`config.mk`:
```
export PLATFORM = sky130hd
export DESIGN_NAME = sdff_pipe_bank
export DESIGN_NICKNAME = d
export VERILOG_FILES = /design/src/rtl/sdff_pipe_bank.sv
export SDC_FILE = /design/constraint.sdc
export NUM_CORES = 1
export LEC_CHECK = 0
export ABC_AREA = 0
export CORE_AREA = 2 2 39 41
export CTS_CLUSTER_SIZE = 24
export DETAILED_ROUTE_END_ITERATION = 10
export DIE_AREA = 0 0 41 43
export DONT_BUFFER_PORTS = 1
export SETUP_SLACK_MARGIN = 0.5
export SLEW_MARGIN = 20
export SYNTH_ARGS = -nofsm -noshare
export SYNTH_HDL_FRONTEND = slang
export SYNTH_SLANG_ARGS = --single-unit
```
`constraint.sdc`:
```
create_clock -name C -period 0.87 [get_ports C]
set_input_delay 0.261 -clock C [delete_from_list [all_inputs] [get_ports C]]
set_output_delay 0.261 -clock C [all_outputs]
set_load 0.05 [all_outputs]
```
`src/rtl/sdff_pipe_bank.sv`:
```
// rtl/sdff_pipe_bank.sv - NCH-channel bank of sync-reset delay lines with per-stage valid tracking
// Optional macro SDFF_PIPE_OCC_EN adds the per-channel occupancy count output OCC.
module sdff_pipe_bank #(
    parameter int WIDTH   = 1,
    parameter int DEPTH   = 2,
    parameter int NCH     = 4,
    parameter     RST_VAL = 0,
    parameter int CE_MODE = 0
) (
    input  logic                   C,
    input  logic                   R,
    input  logic [NCH*WIDTH-1:0]   D,
    input  logic [NCH-1:0]         E,
    input  logic [NCH-1:0]         SR,
    output logic [NCH*WIDTH-1:0]   Q,
`ifdef SDFF_PIPE_OCC_EN
    output logic [NCH*$clog2(DEPTH+1)-1:0] OCC,
`endif
    output logic [NCH-1:0]         QV
);

    localparam logic [WIDTH-1:0] RST_W = WIDTH'(RST_VAL);
`ifdef SDFF_PIPE_OCC_EN
    localparam int OW = $clog2(DEPTH+1);
`endif

    for (genvar k = 0; k < NCH; k++) begin : g_ch
        logic [DEPTH-1:0][WIDTH-1:0] s_q, s_d;
        logic [DEPTH-1:0]            v_q, v_d;
        logic                        clr;
        logic                        shift;

        // In CE mode the channel reset is qualified by the enable; shift never
        // happens while SR is asserted in either mode.
        assign clr   = (CE_MODE != 0) ? (E[k] & SR[k]) : SR[k];
        assign shift = E[k] & ~SR[k];

        always_comb begin
            s_d = s_q;
            v_d = v_q;
            if (clr) begin
                s_d = {DEPTH{RST_W}};
                v_d = '0;
            end else if (shift) begin
                s_d[0] = D[k*WIDTH +: WIDTH];
                v_d[0] = 1'b1;
                for (int i = 1; i < DEPTH; i++) begin
                    s_d[i] = s_q[i-1];
                    v_d[i] = v_q[i-1];
                end
            end
        end

        always_ff @(posedge C) begin
            if (!R) begin
                s_q <= {DEPTH{RST_W}};
                v_q <= '0;
            end else begin
                s_q <= s_d;
                v_q <= v_d;
            end
        end

        assign Q[k*WIDTH +: WIDTH] = s_q[DEPTH-1];
        assign QV[k]               = v_q[DEPTH-1];

`ifdef SDFF_PIPE_OCC_EN
        logic [OW-1:0] occ_q, occ_d;

        // Count tracks popcount(v): a shift only adds a valid word when the
        // last stage is not already dropping one off the end.
        always_comb begin
            occ_d = occ_q;
            if (clr) begin
                occ_d = '0;
            end else if (shift && !v_q[DEPTH-1]) begin
                occ_d = occ_q + OW'(1);
            end
        end

        always_ff @(posedge C) begin
            if (!R) begin
                occ_q <= '0;
            end else begin
                occ_q <= occ_d;
            end
        end

        assign OCC[k*OW +: OW] = occ_q;
`endif
    end

endmodule

```
# Word-level counts from Yosys, hierarchy flattened
# Index checks and enable logic that the tools add are counted.
totals:
  reg_bits: 16
  elab_cells: 25
  output_inout_bits: 8
  in_bits: 14
classes:
  n_bitwise: 9
  n_reduce_logical: 4
op_table:
  columns: ["op", "count"]
  rows:
  - ["2-bit OR reduction", 4]
  - ["1-bit NOT", 5]
  - ["1-bit bitwise AND", 4]

# Logic depth before layout (Yosys ltp)
# Gate-level depths: netlist (run 1).
depth:
  word_depth: 2
  depth_mapped: 2
  mapped_depth_nobuf: 2

# Worst setup path after synthesis (run 1)
# No wires, ideal clock.
synth_timing:
  path_kind: "reg2out"
  startpoint: "register g_ch[0].v_q[1]"
  endpoint: "output port QV[0]"
  path_stages_with_launch: 2
  required_time_ns: 0.609
  slack_ns: 0.120
  n_path_buf: 1
  arrival_time_ns: 0.489
  path_cell_list: "dfxtp_1 buf_4"
synth_rtl:
  columns: ["item", "line", "rtl"]
  rows:
  - ["from (decl)", "29", "logic [DEPTH-1:0] v_q, v_d;"]
  - ["from (signal assigned)", "60", "v_q <= v_d;"]
  - ["to (decl)", "19", "output logic [NCH-1:0] QV"]
# No word-level cell between the ends.

# Final worst setup path (run 1)
layout_timing:
  startpoint: "register g_ch[2].s_q, in the netlist Q[2]"
  endpoint: "output port Q[2]"
layout_rtl:
  columns: ["item", "line", "rtl"]
  rows:
  - ["from (decl)", "28", "logic [DEPTH-1:0][WIDTH-1:0] s_q, s_d;"]
  - ["from (signal assigned)", "56", "s_q <= {DEPTH{RST_W}};"]
  - ["to (decl)", "15", "output logic [NCH*WIDTH-1:0] Q,"]
# No word-level cell between the ends.

==> out/qor.yml, run 1 <==
critical_path:
  arrival_ps: 740
  startpoint_type: "flip-flop"
  r2r-end: "Q[2]"
  rrSetupSlack_ps: 130
  reg2reg_depth: 2
  crit_fanout: 2
  critPathKind: "reg -> out"
  endpoint_kind: "output pin"
  worstPathRequired_ps: 610
  r2r-start: "Q[2]"
floorplan:
  row_count: 14
  dieArea_um2: 1760
  die_w_um: 41
  chipHeight_um: 43
  core_um2: 1380
  start_util_pct: 43.4
  top_level_ports: 22
worst_hold_path:
  whs_endpoint: "g_ch[2].v_q[0]"
  min_path_cells: 2
  min_from: "R"
  worstHoldPathType: "in -> reg"
clock_network:
  cts-root-buf: "clkbuf_4"
  cts_made_buffers: 3
  tritoncts: "done"
  clock_latency_ps: 280
  htree_levels: 1
  cts_buffer_depth: 2
  numClockSinks: 16
  cts_setup_buffers: 0
  ctsHoldBuffers: 0
  clkSlewWorstSetupHoldPaths_ps: 100
power_and_ir_drop:
  p_per_area_nw_per_um2: 1960
  p_leak_nw: 0.289
  vdd_ir_drop_max_uv: 998
global_route:
  grt_first_pass_wirelength_mm: 1.31
  grt_start_max_net_pins: 10
  grt_pass1_vias: 327
  grt_use_total_pct: 11.8
  grt-ovfl-total: 0
  antenna_found_initial: 0
sta:
  worst_pin_slew_ps: 129
  max_freq_mhz: 1000
  clock_skew_ps: 6.59
  setup_viol: 8
  relSlewSlack_pct: 91.2
  period_needed_ps: 998
  tns_ps: -968
  fin_ws_ps: -128
  hold_viol_final: 0
  finalCritPeriodShare_pct: 115
  slew_viol_final: 0
  grt_setup_unrepaired: "yes"
logic_synthesis:
  synth_top_area_cell: "dfxtp_1"
  syn_area_um2: 601
  ys_warn_count: 0
  synth_area_per_cell_um2: 10.0
  synth_top_area_share_pct: 53.3
  ys_types: 5
  ys_seq_elements: 16
  ys_seq_area_share_pct: 53.3
  yosys-top-cells-area: "dfxtp_1, mux2i_1, nor2_1"
  synth_fp_nets: 74
  synthCells: 60
run:
  maxCapViolations: 0
route:
  dr.pass1.iters: 3
  vias: 345
  viasPerCell: 4.79
  routed_wl_um: 898
  drc_errors: 0
  drt_iter0_drc: 5
  wl_per_cell_um: 12.5
  ant_nets: 0
run_status:
  violations: "negative setup slack"
  status: "complete, but fails checks"
placed_design:
  hpwl_um: 638
  place_inst: 68
  numPortBuffers: 0
  routabilityCongestion: 0.545
  post-place-ws_ps: 122
cells_and_area:
  area_growth_pct: 11.0
  drive_above_1_share_pct: 42.9
  instances_no_fill: 72
  final_cell_mix: "nor2_1, mux2i_1, dfxtp_4, dfxtp_2, nand2b_4"
  fin_nets: 71
  fin_util_pct: 48.2
  diodes: 0
  layout_commonest_cell: "nor2_1"
  fill_cells: 134
[flip-flops by register name (all words and copies together) (netlist names)]
signal	flops
g_ch.s_q	4
g_ch.v_q	8
Q	4
[repair_timing]
| item | CTS | global route |
|---|---|---|
| resized for setup | 16 | 0 |
| endpoints found under the setup margin | 24 | 24 |
| cloned | 0 | 0 |
| pin swaps | 0 | 1 |
[layout make-up]
type / count / area (µm²) / area share (%)
multi-input cells: 36 / 250 / 37.5
flip-flops and latches: 16 / 360 / 54.0
well taps: 16 / 20.0 / 3.00
clock buffers: 4 / 36.3 / 5.44
[cell families (layout without fill, tap and decap cells)]
group	count (synthesis)	after routing	synth area share [%]
buf+inv	8	4	10.0
flops	16	16	53.3
mux	12	12	20.0
simple gates	24	24	16.7
[power breakdown]
group	switching [W]	internal, W	total, W
clock network	0.000230	0.000254	0.000484
logic	0.0000217	0.0000426	0.0000643
registers	0.0000241	0.000732	0.000756
[per-layer routing]
metal | routed length, µm | vias up | GRT usage, %
met5 | 0 | - | 0
met4 | 10 | 0 | 10.0
met3 | 78 | 2 | 3.66
met2 | 448 | 12 | 18.1
met1 | 361 | 152 | 12.2
li1 | - | 179 | -
[synthesized netlist by cell type]
cell      number
buf_4          8
dfxtp_1       16
mux2i_1       12
nand2b_1       4
nor2_1        20
[per-stage QoR]
step           hold slack [ps]  total power [W]  instance area [µm²]
2_1_floorplan              396         0.000859                  671
3_3_place_gp               401         0.000857                  601
3_5_place_dp               408         0.000858                  601
4_1_cts                   93.9          0.00133                  667
5_1_grt                   96.3          0.00136                  667
6_report                   102          0.00130                  667
[worst max-delay path by stage]
| stage | start | endpoint | slack [ps] | depth (start not counted) |
|---|---|---|---|---|
| 2_1_floorplan | g_ch[0].v_q[1] | QV[0] | 150 | 1 |
| 3_3_place_gp | g_ch[0].v_q[1] | g_ch[0].v_q[1] | 140 | 2 |
| 3_5_place_dp | Q[0] | Q[0] | 120 | 2 |
| 4_1_cts | g_ch[0].v_q[1] | QV[0] | -140 | 0 |
| 5_1_grt | Q[2] | Q[2] | -160 | 0 |
| 6_report | Q[2] | Q[2] | -130 | 0 |
No activity file was read; power rests on OpenSTA's default activity.
==> run 2, diff against run 1 <==
--- a/config.mk
+++ b/config.mk
@@ -9,2 +9,3 @@
 export CORE_AREA = 2 2 39 41
+export CTS_CLUSTER_DIAMETER = 100
 export CTS_CLUSTER_SIZE = 24
--- a/constraint.sdc
+++ b/constraint.sdc
@@ -3,2 +3,2 @@
 set_output_delay 0.261 -clock C [all_outputs]
-set_load 0.05 [all_outputs]
+set_load 0.1 [all_outputs]
==> out/qor.yml, run 2 (synthesized netlist as in run 1, its figures left out) <==
run_status:
  status: "complete, but fails checks"
  violations: "negative setup slack"
critical_path:
  rrSetupSlack_ps: 240  # +110 ps
  critPathKind: "reg -> out"
  path_cells: "buf_12"
  reg2reg_depth: 2  # unchanged
  critPathBufInv: 1
  endpoint_kind: "output pin"
  r2r-end: "Q[2]"
  crit_fanout: 2  # unchanged
  cp_slowest_stage_delay_ps: 360
  cp.depth: 1  # +1
  r2r-start: "Q[2]"
  arrival_ps: 830  # +90 ps
  crit_family: "flip-flops"
  cpMaxStageDelayCell: "dfxtp_2"
  startpoint_type: "flip-flop"
  worstPathRequired_ps: 610  # about the same
worst_hold_path:
  min_from: "R"
  worstHoldPathType: "in -> reg"
  whs_endpoint: "g_ch[2].v_q[0]"
  min_path_cells: 2  # unchanged
cells_and_area:
  layout_commonest_cell: "nor2_1"
  drive_above_1_share_pct: 53.1  # +10 points
  fin_util_pct: 58.7  # +10 points
  fin_nets: 79  # +11%
  final_cell_mix: "nor2_1, dfxtp_2, mux2i_1"
  fill_cells: 103  # -23%
  largest_reg_flops: 8  # unchanged
  fin_area_um2: 812  # +22%
  diodes: 0  # unchanged
  area_growth_pct: 35.2
  regMostFlops: "g_ch.v_q"
global_route:
  antenna_found_initial: 0  # unchanged
  grt_first_pass_wirelength_mm: 1.35  # +3.1%
  grt_pass1_vias: 349  # +6.7%
  grt-ovfl-total: 0  # unchanged
  grt_use_total_pct: 11.8  # -0.041 points
  grt_start_max_net_pins: 10  # unchanged
clock_network:
  cts_buffer_depth: 2  # unchanged
  cts-root-buf: "clkbuf_4"
  cts_made_buffers: 3  # unchanged
  numClockSinks: 16  # unchanged
  tritoncts: "done"
  clkSlewWorstSetupHoldPaths_ps: 90  # about the same
  clock_latency_ps: 280  # about the same
  htree_levels: 1  # unchanged
  cts_setup_buffers: 0  # unchanged
placed_design:
  numPortBuffers: 0  # unchanged
  placed_cell_area_um2: 761  # +27%
  hpwl_um: 661  # +3.6%
  routabilityCongestion: 0.578  # +6.0%
floorplan:
  top_level_ports: 22  # unchanged
  start_util_pct: 43.4  # unchanged
  die_w_um: 41  # unchanged
  dieArea_um2: 1760  # unchanged
  row_count: 14  # unchanged
  chipHeight_um: 43  # unchanged
  core_um2: 1380  # unchanged
sta:
  period_needed_ps: 1090  # +88.0 ps
  grt_setup_unrepaired: "yes"
  max_freq_mhz: 921  # -8.1%
  relSlewSlack_pct: 90.5  # -0.64 points
  clock_skew_ps: 1.69  # -4.90 ps
  hold_viol_final: 0  # unchanged
  finalCritPeriodShare_pct: 125  # +10 points
  slew_viol_final: 0  # unchanged
  fin_ws_ps: -216  # -88.0 ps
  setup_viol: 8  # unchanged
  worst_pin_slew_ps: 138  # +9.34 ps
route:
  viasPerCell: 4.65  # -3.0%
  drc_errors: 0  # unchanged
  ant_nets: 0  # unchanged
  routed_wl_um: 842  # -6.2%
  dr.pass1.iters: 1  # -2
  wl_per_cell_um: 10.5  # -16%
  vias: 372  # +7.8%
  drt_iter0_drc: 0  # -5
power_and_ir_drop:
  vdd_ir_drop_max_uv: 782  # -22%
  p_leak_nw: 0.352  # +22%
  p_per_area_nw_per_um2: 1670  # -15%
run:
  maxCapViolations: 0  # unchanged
[run 2: final cells by class]
type,instances,area (µm²),share of cell area (%)
Sequential cell,16,340,41.9
Clock buffer,4,36.3,4.47
Tap cell,16,20.0,2.47
Timing Repair Buffer,8,160,19.7
Multi-Input combinational cell,36,255,31.4
[run 2: metrics by stage]
stage	total power, W	hold slack, ps	TNS, ps	std cells	setup slack (ps)
final	0.00136	97.8	-1670	80	-216
after global routing	0.00142	88.5	-1950	80	-253
after CTS	0.00138	90.8	-1770	80	-227
after detailed placement	0.000891	405	0	76	96.9
after global placement	0.000890	401	0	76	105
after floorplan	0.000884	396	0	60	114
[run 2: metal layers]
layer	global-route usage (%)	up-vias	share of wire (%)
li1	-	192	-
met1	11.4	164	39
met2	19.1	14	51
met3	4.71	2	7.6
met4	8.00	0	1.9
met5	0	-	0
[run 2: power breakdown]
part           leakage, nW  internal (W)  switching, W
clock network       0.0210      0.000255      0.000222
logic                0.194     0.0000592     0.0000528
registers            0.137      0.000754     0.0000121
total                0.352       0.00107      0.000287
[run 2: timing repair]
item                       in CTS  in global routing
setup endpoints to repair      24                 24
pin swaps                       0                  2
resized for setup               8                  2
hold buffers                    0                  0
cloned                          0                  0
[run 2: worst max path at each step]
stage | startpoint | endpoint
after floorplan | g_ch[0].v_q[1] | QV[0]
after global placement | Q[3] | Q[3]
after detailed placement | Q[3] | Q[3]
after CTS | Q[3] | Q[3]
after global routing | g_ch[3].v_q[1] | QV[3]
final | g_ch[3].v_q[1] | QV[3]
==> run 3, diff against run 2 <==
clock period = 1 ns   (was 0.87 ns; I/O delays follow)
==> out/qor.yml, run 3 (synthesized netlist as in run 1, its figures left out) <==
clock_network:
  clkSlewWorstSetupHoldPaths_ps: 90  # about the same
  numClockSinks: 16  # unchanged
  cts-root-buf: "clkbuf_4"
  cts_made_buffers: 3  # unchanged
  htree_levels: 1  # unchanged
  clock_latency_ps: 280  # about the same
  ctsHoldBuffers: 0  # unchanged
  cts_buffer_depth: 2  # unchanged
  tritoncts: "done"
run_status:
  violations: "negative setup slack"
  status: "complete, but fails checks"
power_and_ir_drop:
  vdd_ir_drop_max_uv: 938  # +20%
  p_leak_nw: 0.350  # -0.78%
  p_per_area_nw_per_um2: 1450  # -13%
route:
  dr.pass1.iters: 4  # +3
  ant_nets: 0  # unchanged
  wl_per_cell_um: 11.0  # +4.9%
  viasPerCell: 4.66  # +0.27%
  routed_wl_um: 883  # +4.9%
  drc_errors: 0  # unchanged
  vias: 373  # +0.27%
  drt_iter0_drc: 2  # +2
critical_path:
  crit_family: "flip-flops"
  critPathKind: "reg -> out"
  crit_fanout: 2  # unchanged
  startpoint_type: "flip-flop"
  cpMaxStageDelayCell: "dfxtp_2"
  r2r-start: "g_ch[2].v_q[1]"
  crit_path_start: "Q[1]"
  cp.depth: 1  # unchanged
  rrSetupSlack_ps: 210  # -30 ps
  path_cells: "buf_12"
  arrival_ps: 810  # -20 ps
  reg2reg_depth: 3  # +1
  worstPathRequired_ps: 700  # +90 ps
  cp_slowest_stage_delay_ps: 360  # about the same
  crit_end: "Q[1]"
  critPathBufInv: 1  # unchanged
  r2r-end: "g_ch[2].v_q[1]"
  endpoint_kind: "output pin"
sta:
  worst_pin_slew_ps: 129  # -8.79 ps
  slew_viol_final: 0  # unchanged
  period_needed_ps: 1110
  fin_ws_ps: -115  # +101 ps
  hold_viol_final: 0  # unchanged
  holdWs_ps: 135  # +36.8 ps
  max_freq_mhz: 897
  setup_viol: 8  # unchanged
  clock_skew_ps: 1.10  # -0.596 ps
  finalCritPeriodShare_pct: 111
  grt_setup_unrepaired: "yes"
  relSlewSlack_pct: 91.1  # +0.60 points
floorplan:
  row_count: 14  # unchanged
  start_util_pct: 43.4  # unchanged
  chipHeight_um: 43  # unchanged
  dieArea_um2: 1760  # unchanged
  die_w_um: 41  # unchanged
  core_um2: 1380  # unchanged
  top_level_ports: 22  # unchanged
cells_and_area:
  largest_reg_flops: 8  # unchanged
  fin_nets: 79  # unchanged
  regMostFlops: "g_ch.v_q"
  diodes: 0  # unchanged
  layout_commonest_cell: "nor2_1"
  area_growth_pct: 35.2  # unchanged
  instances_no_fill: 80  # unchanged
  final_cell_mix: "nor2_1, dfxtp_2, mux2i_1"
  drive_above_1_share_pct: 53.1  # unchanged
  fin_area_um2: 812  # unchanged
global_route:
  grt_start_max_net_pins: 10  # unchanged
  antenna_found_initial: 0  # unchanged
  grt_pass1_vias: 378  # +8.3%
  grt_first_pass_wirelength_mm: 1.48  # +9.7%
  grt-ovfl-total: 0  # unchanged
  grt_use_total_pct: 13.0  # +1.2 points
placed_design:
  placed_cell_area_um2: 761  # unchanged
  post-place-ws_ps: 190  # +93.6 ps
  place_inst: 76  # unchanged
  numPortBuffers: 0  # unchanged
  routabilityCongestion: 0.525  # -9.2%
run:
  maxCapViolations: 0  # unchanged
worst_hold_path:
  min_path_cells: 2  # unchanged
  worstHoldPathType: "in -> reg"
[run 3: cell counts in the layout (fill, tap and decap cells not counted)]
No cell type changed its count.
[run 3: power breakdown]
group | total [W] | internal (W) | switching [W]
logic | 0.0000987 | 0.0000520 | 0.0000467
registers | 0.000666 | 0.000656 | 0.0000102
clock network | 0.000409 | 0.000221 | 0.000188
[run 3: routing by layer]
metal,GRT usage [%],up-vias,share of wire (%)
met5,0,-,0
met2,18.8,18,56
li1,-,193,-
met4,10.0,0,0
met3,6.28,0,9.1
met1,13.7,162,35
[run 3: repair_timing]
action,CTS,global route
hold endpoints to repair,0,0
setup buffers,0,0
endpoints found under the setup margin,24,24
cloned,0,0
pin swaps,8,3
resized for setup,8,2
[run 3: through the flow]
step	util, %	setup TNS [ps]	power [W]
3_5_place_dp	55.0	0	0.000776
6_report	58.7	-837	0.00117
3_3_place_gp	55.0	0	0.000774
4_1_cts	58.3	-1010	0.00120
5_1_grt	58.7	-1170	0.00124
2_1_floorplan	-	0	0.000768
[run 3: cell type report]
| type | count | area (µm²) |
|---|---|---|
| Sequential cell | 16 | 340 |
| Timing Repair Buffer | 8 | 160 |
| Fill cell | 118 | 572 |
| Clock buffer | 4 | 36.3 |
| Multi-Input combinational cell | 36 | 255 |
| Tap cell | 16 | 20.0 |
[run 3: worst min-delay path by stage]
| stage | endpoint | startpoint | slack, ps |
|---|---|---|---|
| after floorplan | g_ch[0].v_q[0] | E[0] | 430 |
| after global placement | g_ch[1].v_q[0] | E[1] | 440 |
| after detailed placement | g_ch[1].v_q[0] | E[1] | 440 |
| after CTS | g_ch[1].v_q[0] | E[1] | 130 |
| after global routing | g_ch[1].v_q[0] | E[1] | 130 |
| final | g_ch[1].v_q[0] | E[1] | 130 |
